<file path="config.mk">
export PLATFORM = sky130hd
export DESIGN_NAME = led_frame_sequencer
export DESIGN_NICKNAME = d
export VERILOG_FILES = /design/src/rtl/led_seq_pkg.sv /design/src/rtl/sclk_phase_timer.sv /design/src/rtl/led_frame_sequencer.sv
export SDC_FILE = /design/constraint.sdc
export NUM_CORES = 1
export LEC_CHECK = 0
export ABC_AREA = 1
export CELL_PAD_IN_SITES_DETAIL_PLACEMENT = 1
export CELL_PAD_IN_SITES_GLOBAL_PLACEMENT = 1
export CORE_ASPECT_RATIO = 0.8
export CORE_MARGIN = 1.5
export CORE_UTILIZATION = 40
export CTS_CLUSTER_SIZE = 40
export DETAILED_ROUTE_END_ITERATION = 7
export GPL_TIMING_DRIVEN = 1
export HOLD_SLACK_MARGIN = 0.15
export MAX_ROUTING_LAYER = met4
export PLACE_DENSITY_LB_ADDON = 0.1
export SLEW_MARGIN = 20
export SYNTH_ARGS = -nofsm -noshare
export SYNTH_HDL_FRONTEND = slang
export SYNTH_SLANG_ARGS = --single-unit
export TNS_END_PERCENT = 20
</file>
<file path="constraint.sdc">
create_clock -name clk -period 1.8 [get_ports clk]
set_input_delay 0.54 -clock clk [delete_from_list [all_inputs] [get_ports clk]]
set_output_delay 0.54 -clock clk [all_outputs]
set_load 0.01 [all_outputs]
</file>
<file path="src/rtl/led_seq_pkg.sv">
// Shared types and constants for the LED frame sequencer and its benches.
package led_seq_pkg;

    localparam int unsigned PWM_BITS = 8;

    typedef enum logic [2:0] {
        StIdle,
        StLoad,
        StSclkLo,
        StSclkHi,
        StLatch,
        StAdvance
    } seq_state_e;

    typedef enum logic {
        WordLed    = 1'b0,
        WordBright = 1'b1
    } word_type_e;

    // Clocks from one LOAD to the next while running continuously.
    function automatic int unsigned word_period(input int unsigned width,
                                                input int unsigned sclk_half,
                                                input int unsigned latch_cycles);
        return 1 + 2 * sclk_half * width + latch_cycles + 1;
    endfunction

endpackage

</file>
<file path="src/rtl/sclk_phase_timer.sv">
// Down-counter timing one sclk half-period or the latch pulse; reloaded on each phase entry.
module sclk_phase_timer #(
    parameter int unsigned CntW = 2
) (
    input  logic            clk,
    input  logic            reset_n,
    input  logic            load_i,
    input  logic [CntW-1:0] load_val_i,
    output logic            done_o,
    output logic            done_next_o
);
    logic [CntW-1:0] cnt_q, cnt_d;

    always_comb begin
        cnt_d = cnt_q;
        if (load_i) begin
            cnt_d = load_val_i - CntW'(1);
        end else if (cnt_q != '0) begin
            cnt_d = cnt_q - CntW'(1);
        end
    end

    always_ff @(posedge clk or negedge reset_n) begin
        if (!reset_n) begin
            cnt_q <= '0;
        end else begin
            cnt_q <= cnt_d;
        end
    end

    assign done_o      = (cnt_q == '0);
    // Lets the caller register a pulse that lands on the last clk of the phase.
    assign done_next_o = (cnt_d == '0);

endmodule

</file>
<file path="src/rtl/led_frame_sequencer.sv">
// Timing master for a bank of color component drivers: sweeps the PWM step, serialises one
// word per step onto sclk/latch, and splices in a brightness word at frame start on request.
module led_frame_sequencer
    import led_seq_pkg::*;
#(
    parameter int unsigned WIDTH        = 16,
    parameter int unsigned SCLK_HALF    = 2,
    parameter int unsigned LATCH_CYCLES = 2
) (
    input  logic                clk,
    input  logic                reset_n,
    input  logic                enable_i,
    input  logic                brightness_req_i,
    output logic [PWM_BITS-1:0] pwm_time_o,
    output logic                load_led_vals_o,
    output logic                load_brightness_o,
    output logic                shift_o,
    output logic                sclk_o,
    output logic                latch_o,
    output logic                config_mode_o,
    output logic                oe_n_o,
    output logic                frame_start_o,
    output logic                busy_o
);
    localparam int unsigned MaxReload = (SCLK_HALF > LATCH_CYCLES) ? SCLK_HALF : LATCH_CYCLES;
    localparam int unsigned TimerW    = $clog2(MaxReload + 1);
    localparam int unsigned BitW      = $clog2(WIDTH + 1);

    seq_state_e          state_q, state_d;
    word_type_e          word_q, word_d;
    logic [PWM_BITS-1:0] pwm_q, pwm_d;
    logic [BitW-1:0]     bit_cnt_q, bit_cnt_d;
    logic                pending_q, pending_d;
    logic                config_q, config_d;
    logic                oe_n_q, oe_n_d;
    logic                load_led_q, load_led_d;
    logic                load_bri_q, load_bri_d;
    logic                shift_q, shift_d;
    logic                sclk_q, sclk_d;
    logic                latch_q, latch_d;
    logic                frame_q, frame_d;

    logic                timer_load, timer_done, timer_done_next;
    logic [TimerW-1:0]   timer_val;

    always_comb begin
        state_d   = state_q;
        word_d    = word_q;
        pwm_d     = pwm_q;
        bit_cnt_d = bit_cnt_q;
        pending_d = pending_q;
        config_d  = config_q;
        oe_n_d    = oe_n_q;
        frame_d   = 1'b0;
        unique case (state_q)
            StIdle:   if (enable_i) state_d = StLoad;
            StLoad:   state_d = StSclkLo;
            StSclkLo: if (timer_done) state_d = StSclkHi;
            StSclkHi: begin
                if (timer_done) begin
                    bit_cnt_d = bit_cnt_q + BitW'(1);
                    state_d   = (bit_cnt_d == BitW'(WIDTH)) ? StLatch : StSclkLo;
                end
            end
            StLatch: begin
                if (timer_done) begin
                    state_d = StAdvance;
                    // Bookkeeping lands on ADVANCE entry so config_mode spans the latch.
                    if (word_q == WordBright) begin
                        pending_d = 1'b0;
                        config_d  = 1'b0;
                    end else begin
                        pwm_d   = pwm_q + PWM_BITS'(1);
                        frame_d = (pwm_q == '1);
                    end
                end
            end
            StAdvance: state_d = enable_i ? StLoad : StIdle;
            default:   state_d = StIdle;
        endcase

        if (state_d == StLoad) begin
            word_d    = (pending_q && (pwm_q == '0)) ? WordBright : WordLed;
            bit_cnt_d = '0;
            config_d  = (word_d == WordBright);
        end
        if (state_d == StLatch) oe_n_d = 1'b0;
        if (state_d == StIdle) oe_n_d = 1'b1;
        if (brightness_req_i) pending_d = 1'b1;
    end

    assign load_led_d = (state_d == StLoad) && (word_d == WordLed);
    assign load_bri_d = (state_d == StLoad) && (word_d == WordBright);
    assign sclk_d     = (state_d == StSclkHi);
    assign latch_d    = (state_d == StLatch);
    assign shift_d    = (state_d == StSclkHi) && timer_done_next;

    assign timer_load = (state_d != state_q) &&
                        ((state_d == StSclkLo) || (state_d == StSclkHi) || (state_d == StLatch));
    assign timer_val  = (state_d == StLatch) ? TimerW'(LATCH_CYCLES) : TimerW'(SCLK_HALF);

    sclk_phase_timer #(
        .CntW(TimerW)
    ) u_phase_timer (
        .clk        (clk),
        .reset_n    (reset_n),
        .load_i     (timer_load),
        .load_val_i (timer_val),
        .done_o     (timer_done),
        .done_next_o(timer_done_next)
    );

    always_ff @(posedge clk or negedge reset_n) begin
        if (!reset_n) begin
            state_q    <= StIdle;
            word_q     <= WordLed;
            pwm_q      <= '0;
            bit_cnt_q  <= '0;
            pending_q  <= 1'b0;
            config_q   <= 1'b0;
            oe_n_q     <= 1'b1;
            load_led_q <= 1'b0;
            load_bri_q <= 1'b0;
            shift_q    <= 1'b0;
            sclk_q     <= 1'b0;
            latch_q    <= 1'b0;
            frame_q    <= 1'b0;
        end else begin
            state_q    <= state_d;
            word_q     <= word_d;
            pwm_q      <= pwm_d;
            bit_cnt_q  <= bit_cnt_d;
            pending_q  <= pending_d;
            config_q   <= config_d;
            oe_n_q     <= oe_n_d;
            load_led_q <= load_led_d;
            load_bri_q <= load_bri_d;
            shift_q    <= shift_d;
            sclk_q     <= sclk_d;
            latch_q    <= latch_d;
            frame_q    <= frame_d;
        end
    end

    assign pwm_time_o        = pwm_q;
    assign load_led_vals_o   = load_led_q;
    assign load_brightness_o = load_bri_q;
    assign shift_o           = shift_q;
    assign sclk_o            = sclk_q;
    assign latch_o           = latch_q;
    assign config_mode_o     = config_q;
    assign oe_n_o            = oe_n_q;
    assign frame_start_o     = frame_q;
    assign busy_o            = (state_q != StIdle);

endmodule

</file>
**After elaboration in Yosys (flattened, before gate mapping)**

Index checks and enable logic that the tools add are counted.
Widths: inputs -> output; s select.

- Bitwise gates (word level): 2
- Order comparisons: 0
- Reduce and logical (&&, ||, !) cells: 26
- Shift-type cells: 0
- Add/sub/neg operators: 3
- Eq/ne operators: 12
- Multiply operators: 0
- Divide/modulo/power cells: 0
- Muxes and demuxes: 24

Operators by type and width:

| cell | number |
|---|---|
| $pmux 3 s6 | 1 |
| $reduce_bool 2->1 | 9 |
| $mux 3 | 5 |
| $mux 5 | 3 |
| $mux 1 | 13 |
| $eq 3x2->1 const B | 4 |
| $eq 3x3->1 const B | 3 |
| $reduce_and 3->1 | 3 |
| $add 8x1->8 const B | 1 |
| $eq 8x8->1 const B | 1 |
| $logic_not 8->1 | 1 |
| $eq 3x1->1 const B | 2 |
| $logic_not 3->1 | 2 |
| $add 5x1->5 const B | 1 |
| $eq 5x5->1 const B | 1 |
| $logic_and 1x1->1 | 5 |
| $logic_not 2->1 | 2 |
| $mux 2 | 2 |
| $ne 3x3->1 | 1 |
| $reduce_bool 3->1 | 1 |
| $logic_or 1x1->1 | 2 |
| $not 1->1 | 2 |
| $reduce_and 2->1 | 1 |
| $sub 2x1->2 const B | 1 |

- Memories: 0
- RAM bits: 0
- Logic and storage cells: 81
- Output and inout port bits: 17
- Memory bits (read-only): 0
- Latch bits: 0
- Bits in registers: 28

**Depth between registers and ports, before layout**

Gate-level depths: netlist of run 1.

- Depth after elaboration: 12
- Depth in mapped cells: 11
- Mapped depth without buffers: 11

**By module**

Synthesis of run 1 repeated with hierarchy kept, for this count alone.

- Cells, all modules: 168
- Area total of the unflattened synthesis: 1468.9 µm²

By module, submodules not included:

| module | times used | seq. area each (µm²) | area an instance (µm²) | cells each |
|---|---|---|---|---|
| led_frame_sequencer | 1 | 651.9 | 1357.6 | 153 |
| sclk_phase_timer | 1 | 50.0 | 111.4 | 15 |

**Least setup slack after synthesis of run 1**

OpenSTA, ideal clock, no wires.

- Kind: flip-flop to flip-flop
- From: register bit_cnt_q[0]
- To: register u_phase_timer.cnt_q[0]
- Path buffers: 0
- Arrival time: 1219 ps
- Clock period less this slack: 1336 ps
- Data required time: 1684 ps
- Setup slack: 464 ps
- Cell stages (with the launch flop): 12
- Cell sequence: dfrtp_1 > ha_1 > nand2_1 > inv_1 > nand3_1 > nand2_1 > nand3_1 > nand2_1 > inv_1 > nand3_2 > nand2_1 > nand2_1

- Word-level cells in the longest chain between the ends: 10
- Elaborated cells between the ends (all ways): 13
- Classes of those cells: 1 x add/sub; 5 x eq/ne; 4 x mux; 3 x reduce/logical

Ends and longest elaborated chain:

| item | RTL line | source |
|---|---|---|
| start: declaration | led_frame_sequencer.sv:32 | `logic [BitW-1:0] bit_cnt_q, bit_cnt_d;` |
| start signal: assignment | led_frame_sequencer.sv:132 | `bit_cnt_q <= bit_cnt_d;` |
| $add 5x1->5 (*) | led_frame_sequencer.sv:61 | `bit_cnt_d = bit_cnt_q + BitW'(1);` |
| $eq 5x5->1 (*) | led_frame_sequencer.sv:62 | `state_d = (bit_cnt_d == BitW'(WIDTH)) ? StLatch : StSclkLo;` |
| $mux 3 (*) | led_frame_sequencer.sv:62 |  |
| $mux 3 (*) | led_frame_sequencer.sv:60 | `if (timer_done) begin` |
| $pmux 3 s6 (*) | led_frame_sequencer.sv:55 | `unique case (state_q)` |
| $eq 3x2->1 | led_frame_sequencer.sv:99 | `((state_d == StSclkLo) \|\| (state_d == StSclkHi) \|\| (state_d == StLatch));` |
| $logic_or 1x1->1 (2 in series) | led_frame_sequencer.sv:99 |  |
| $logic_and 1x1->1 (*) | led_frame_sequencer.sv:98 | `assign timer_load = (state_d != state_q) &&` |
| $mux 2 (*) | sclk_phase_timer.sv:16 | `if (load_i) begin` |
| named net u_phase_timer.cnt_d[0] | sclk_phase_timer.sv:12 | `logic [CntW-1:0] cnt_q, cnt_d;` |
| end signal: assignment | sclk_phase_timer.sv:27 | `cnt_q <= cnt_d;` |
| end: declaration | sclk_phase_timer.sv:12 |  |

Mark *: on every way through the listed nets, which the timed path passes. The rest lies on a longest branch.
A chain may end at the register's enable or synchronous reset.

**Worst setup path after layout of run 1**

- From: register config_q (netlist: config_mode_o)
- To: output config_mode_o

RTL lines:

| item | RTL line | source |
|---|---|---|
| start: declaration | led_frame_sequencer.sv:34 | `logic config_q, config_d;` |
| start signal: assignment | led_frame_sequencer.sv:134 | `config_q <= config_d;` |
| end: declaration | led_frame_sequencer.sv:20 | `output logic config_mode_o,` |

No word-level cell between the ends.

==> results.yml, run 1 <==
timing:
  final_max_slew_viol_count: 0
  grt_setup_unrepaired: "false"
  max_freq_ghz: 0.582
  finalCriticalPeriod_ps: 1720
  hold_viol: 0
  tightestPinTransition_ps: 372
  relSlewSlack_pct: 75.0
  finalSetupViolCount: 0
  whs_ps: 525
  fin_setup_tns_ps: 0
  clock_skew_ps: 7.29
  min_period_over_period_pct: 95.5
synth:
  syn_nets: 162
  muxShareOfSynthArea_pct: 0
  ys_warn_count: 0
  synth_cell_types: 28
  synth.cell_area_um2: 1440
  ys_seq_elements: 28
  syn_area_per_cell_um2: 9.28
  synth_top_family_by_area: "simple AND/OR/NAND/NOR gates"
  synthAdderAreaFrac_pct: 2.61
  synth_xor_area_share_pct: 5.48
  ys_seq_area_share_pct: 48.8
  synthCells: 155
  synth_compound_gate_area_share_pct: 6.18
  yosys.area_share.simple_pct: 29.3
clock_tree:
  root_buffer: "clkbuf_8"
  clockBufferDepth: 2
  cts_tree: "done"
  htreeDepth: 1
  numCtsBuffers: 3
  path_clk_slew_ps: 100
  clock_latency_ps: 280
  cts.sinks: 28
floorplanning:
  pin_count: 21
  die_area_um2: 3960
  die_height_um: 56.6
  die_width_um: 70.0
  rows: 19
  initial_core_util_pct: 42.0
  coreArea_um2: 3420
routing:
  drtPass1Iterations: 4
  via_count: 1104
  via_per_inst: 4.88
  wl_mm: 3.23
  drtIter0Drc: 38
  drc_errors: 0
  ant_nets: 0
  wire_per_inst_um: 14.3
layout:
  area_growth_pct: 24.2
  fin_area_um2: 1790
  ff_latch_area_um2: 703
  final_nets: 192
  instances_no_fill: 226
  drive_above_1_share_pct: 20.7
  multi_input_area_um2: 627
  diodes: 0
  fill_cells: 401
critical_path:
  critPathSlowestCell: "clkdlybuf4s50_1"
  critPathTopFamily: "buffers and inverters"
  cp.required_ps: 1260
  start_kind: "flip-flop"
  worstPathArrival_ps: 1180
  path_depth: 1
  reg2reg_depth: 10
  rrSetupSlack_ps: 210
  end_kind: "primary output"
  worstSetupPathType: "flip-flop to primary output"
  cp_max_fo: 2
  critPathBufInv: 1
  crit_chain: "clkdlybuf4s50_1"
  cpPeakStageDelay_ps: 530
power_and_ir_drop:
  p_per_area_nw_per_um2: 585
  irDropWorstVdd_v: 0.000347
  leakagePower_uw: 0.000911
global_route:
  grt_max_degree: 29
  grt-ovfl-total: 0
  antenna_found_initial: 0
  grt_pass1_wl_mm: 5.68
  first_global_vias: 1193
  grt_usage_pct: 19.0
placed_design:
  dp_cells: 220
  io_buffers: 20
  post-dp-hpwl_mm: 2.47
  place.gp.congestion: 0.820
  post_dp_cell_area_um2: 1720
min_path:
  hp-class: "flip-flop to flip-flop"
  min_path_cells: 1
run_status:
  outcome: "completed"
flow_run:
  max_cap_viol_count: 0
## power by group
| group | leakage (uW) | switching, uW | internal, uW |
|---|---|---|---|
| clock | 0.0000288 | 195 | 196 |
| combinational | 0.000538 | 13.8 | 10.3 |
| sequential | 0.000345 | 0 | 629 |
| total | 0.000911 | 209 | 835 |
## logic make-up after synthesis
logic type	after synthesis
DFF	28
AOI/OAI and AO/OA	16
xor gates and xnor gates	9
buffers and inverters	27
adders and majority gates	3
and+or+nand+nor	72
## state kept, by name (all words and copies together) (netlist names)
name,flops
load_brightness_o,1
pwm_time_o,8
latch_o,1
pending_q,1
sclk_o,1
shift_o,1
u_phase_timer.cnt_q,2
oe_n_o,1
bit_cnt_q,5
frame_start_o,1
word_q,1
load_led_vals_o,1
state_q,3
config_mode_o,1
## synth_stat cells
cell type	instances	area [um2]
ha_1	3	37.5
nor2_1	7	26.3
nand3_4	2	35.0
nand2_1	33	124
nor3_2	1	10.0
xnor2_1	3	26.3
nor4_1	1	6.26
nand3_1	8	40.0
nand3b_4	1	20.0
nand4_1	3	18.8
o21a_1	1	7.51
inv_1	19	71.3
xor2_1	6	52.6
dfrtp_1	27	676
dfstp_2	1	26.3
a21oi_1	4	20.0
nor3_1	1	5.00
nor2_4	5	56.3
o31ai_1	2	15.0
buf_6	1	11.3
nand2_2	5	31.3
or2_2	1	6.26
o21ai_0	7	35.0
inv_2	7	26.3
o22ai_1	1	6.26
o21ai_1	1	5.00
nand3_2	3	30.0
nand4_2	1	12.5
## placed cells by master, fill, tap and decap left out, types with 3 or more instances in the layout
master / n
a21oi_1: 4
buf_4: 5
clkbuf_8: 4
clkdlybuf4s50_1: 11
dfrtp_1: 26
dlygate4sd2_1: 8
ha_1: 3
inv_1: 19
inv_2: 7
nand2_1: 33
nand2_2: 5
nand3_1: 8
nand3_2: 3
nand4_1: 3
nor2_1: 7
nor2_4: 5
o21ai_0: 7
xnor2_1: 3
xor2_1: 6
## repair_timing
| item | CTS | global route |
|---|---|---|
| gates resized for setup | 9 | 1 |
| endpoints found under the setup margin | 8 | 1 |
| buffers inserted | 2 | 0 |
| hold buffers | 0 | 0 |
## through the flow
stage | setup WS (ps) | utilization (%) | power [uW]
floorplan | 464 | - | 642
global placement | 105 | 50.3 | 666
detailed placement | 48.7 | 50.3 | 666
CTS | 26.0 | 52.1 | 1060
global route | 33.7 | 52.2 | 1100
finish | 80.7 | 52.2 | 1040
## worst paths after layout
path / endpoint / start
setup reg to reg: shift_o / bit_cnt_q[0]
max in group asynchronous: oe_n_o / reset_n
setup / recovery: config_mode_o / config_mode_o
hold / removal: pwm_time_o[4] / pwm_time_o[4]
min in group asynchronous: bit_cnt_q[4] / reset_n
hold reg to reg: pwm_time_o[4] / pwm_time_o[4]
## layer usage
layer  vias up  wire length (um)  global-route usage (%)
met5         -                 0                       -
li1        546                 -                       -
met1       537              1560                    25.1
met3         6                87                    4.85
met4         0                37                    4.67
met2        15              1550                    29.5
## area by class of cell
class	instances	area share, %
Sequential cell	28	39.4
Clock buffer	4	3.08
Tap cell	42	2.94
Timing Repair Buffer	26	14.0
Inverter	26	5.47
Multi-Input combinational cell	100	35.1
Note: power is estimated with default switching activity, not from simulation.
==> inputs of run 2 (changes only) <==
--- a/config.mk
+++ b/config.mk
@@ -13,11 +13,9 @@
 export CORE_UTILIZATION = 40
 export CTS_CLUSTER_SIZE = 40
 export DETAILED_ROUTE_END_ITERATION = 7
-export GPL_TIMING_DRIVEN = 1
 export HOLD_SLACK_MARGIN = 0.15
 export MAX_ROUTING_LAYER = met4
 export PLACE_DENSITY_LB_ADDON = 0.1
-export SLEW_MARGIN = 20
 export SYNTH_ARGS = -nofsm -noshare
 export SYNTH_HDL_FRONTEND = slang
 export SYNTH_SLANG_ARGS = --single-unit
==> results of run 2 <==
Final layout, timing and power as in run 1 (identical DEF).
==> inputs of run 3 (changes only) <==
--- a/config.mk
+++ b/config.mk
@@ -16,6 +16,7 @@
 export HOLD_SLACK_MARGIN = 0.15
 export MAX_ROUTING_LAYER = met4
 export PLACE_DENSITY_LB_ADDON = 0.1
+export SLEW_MARGIN = 20
 export SYNTH_ARGS = -nofsm -noshare
 export SYNTH_HDL_FRONTEND = slang
 export SYNTH_SLANG_ARGS = --single-unit
==> results of run 3 <==
Final layout, timing and power as in run 1 (identical DEF).
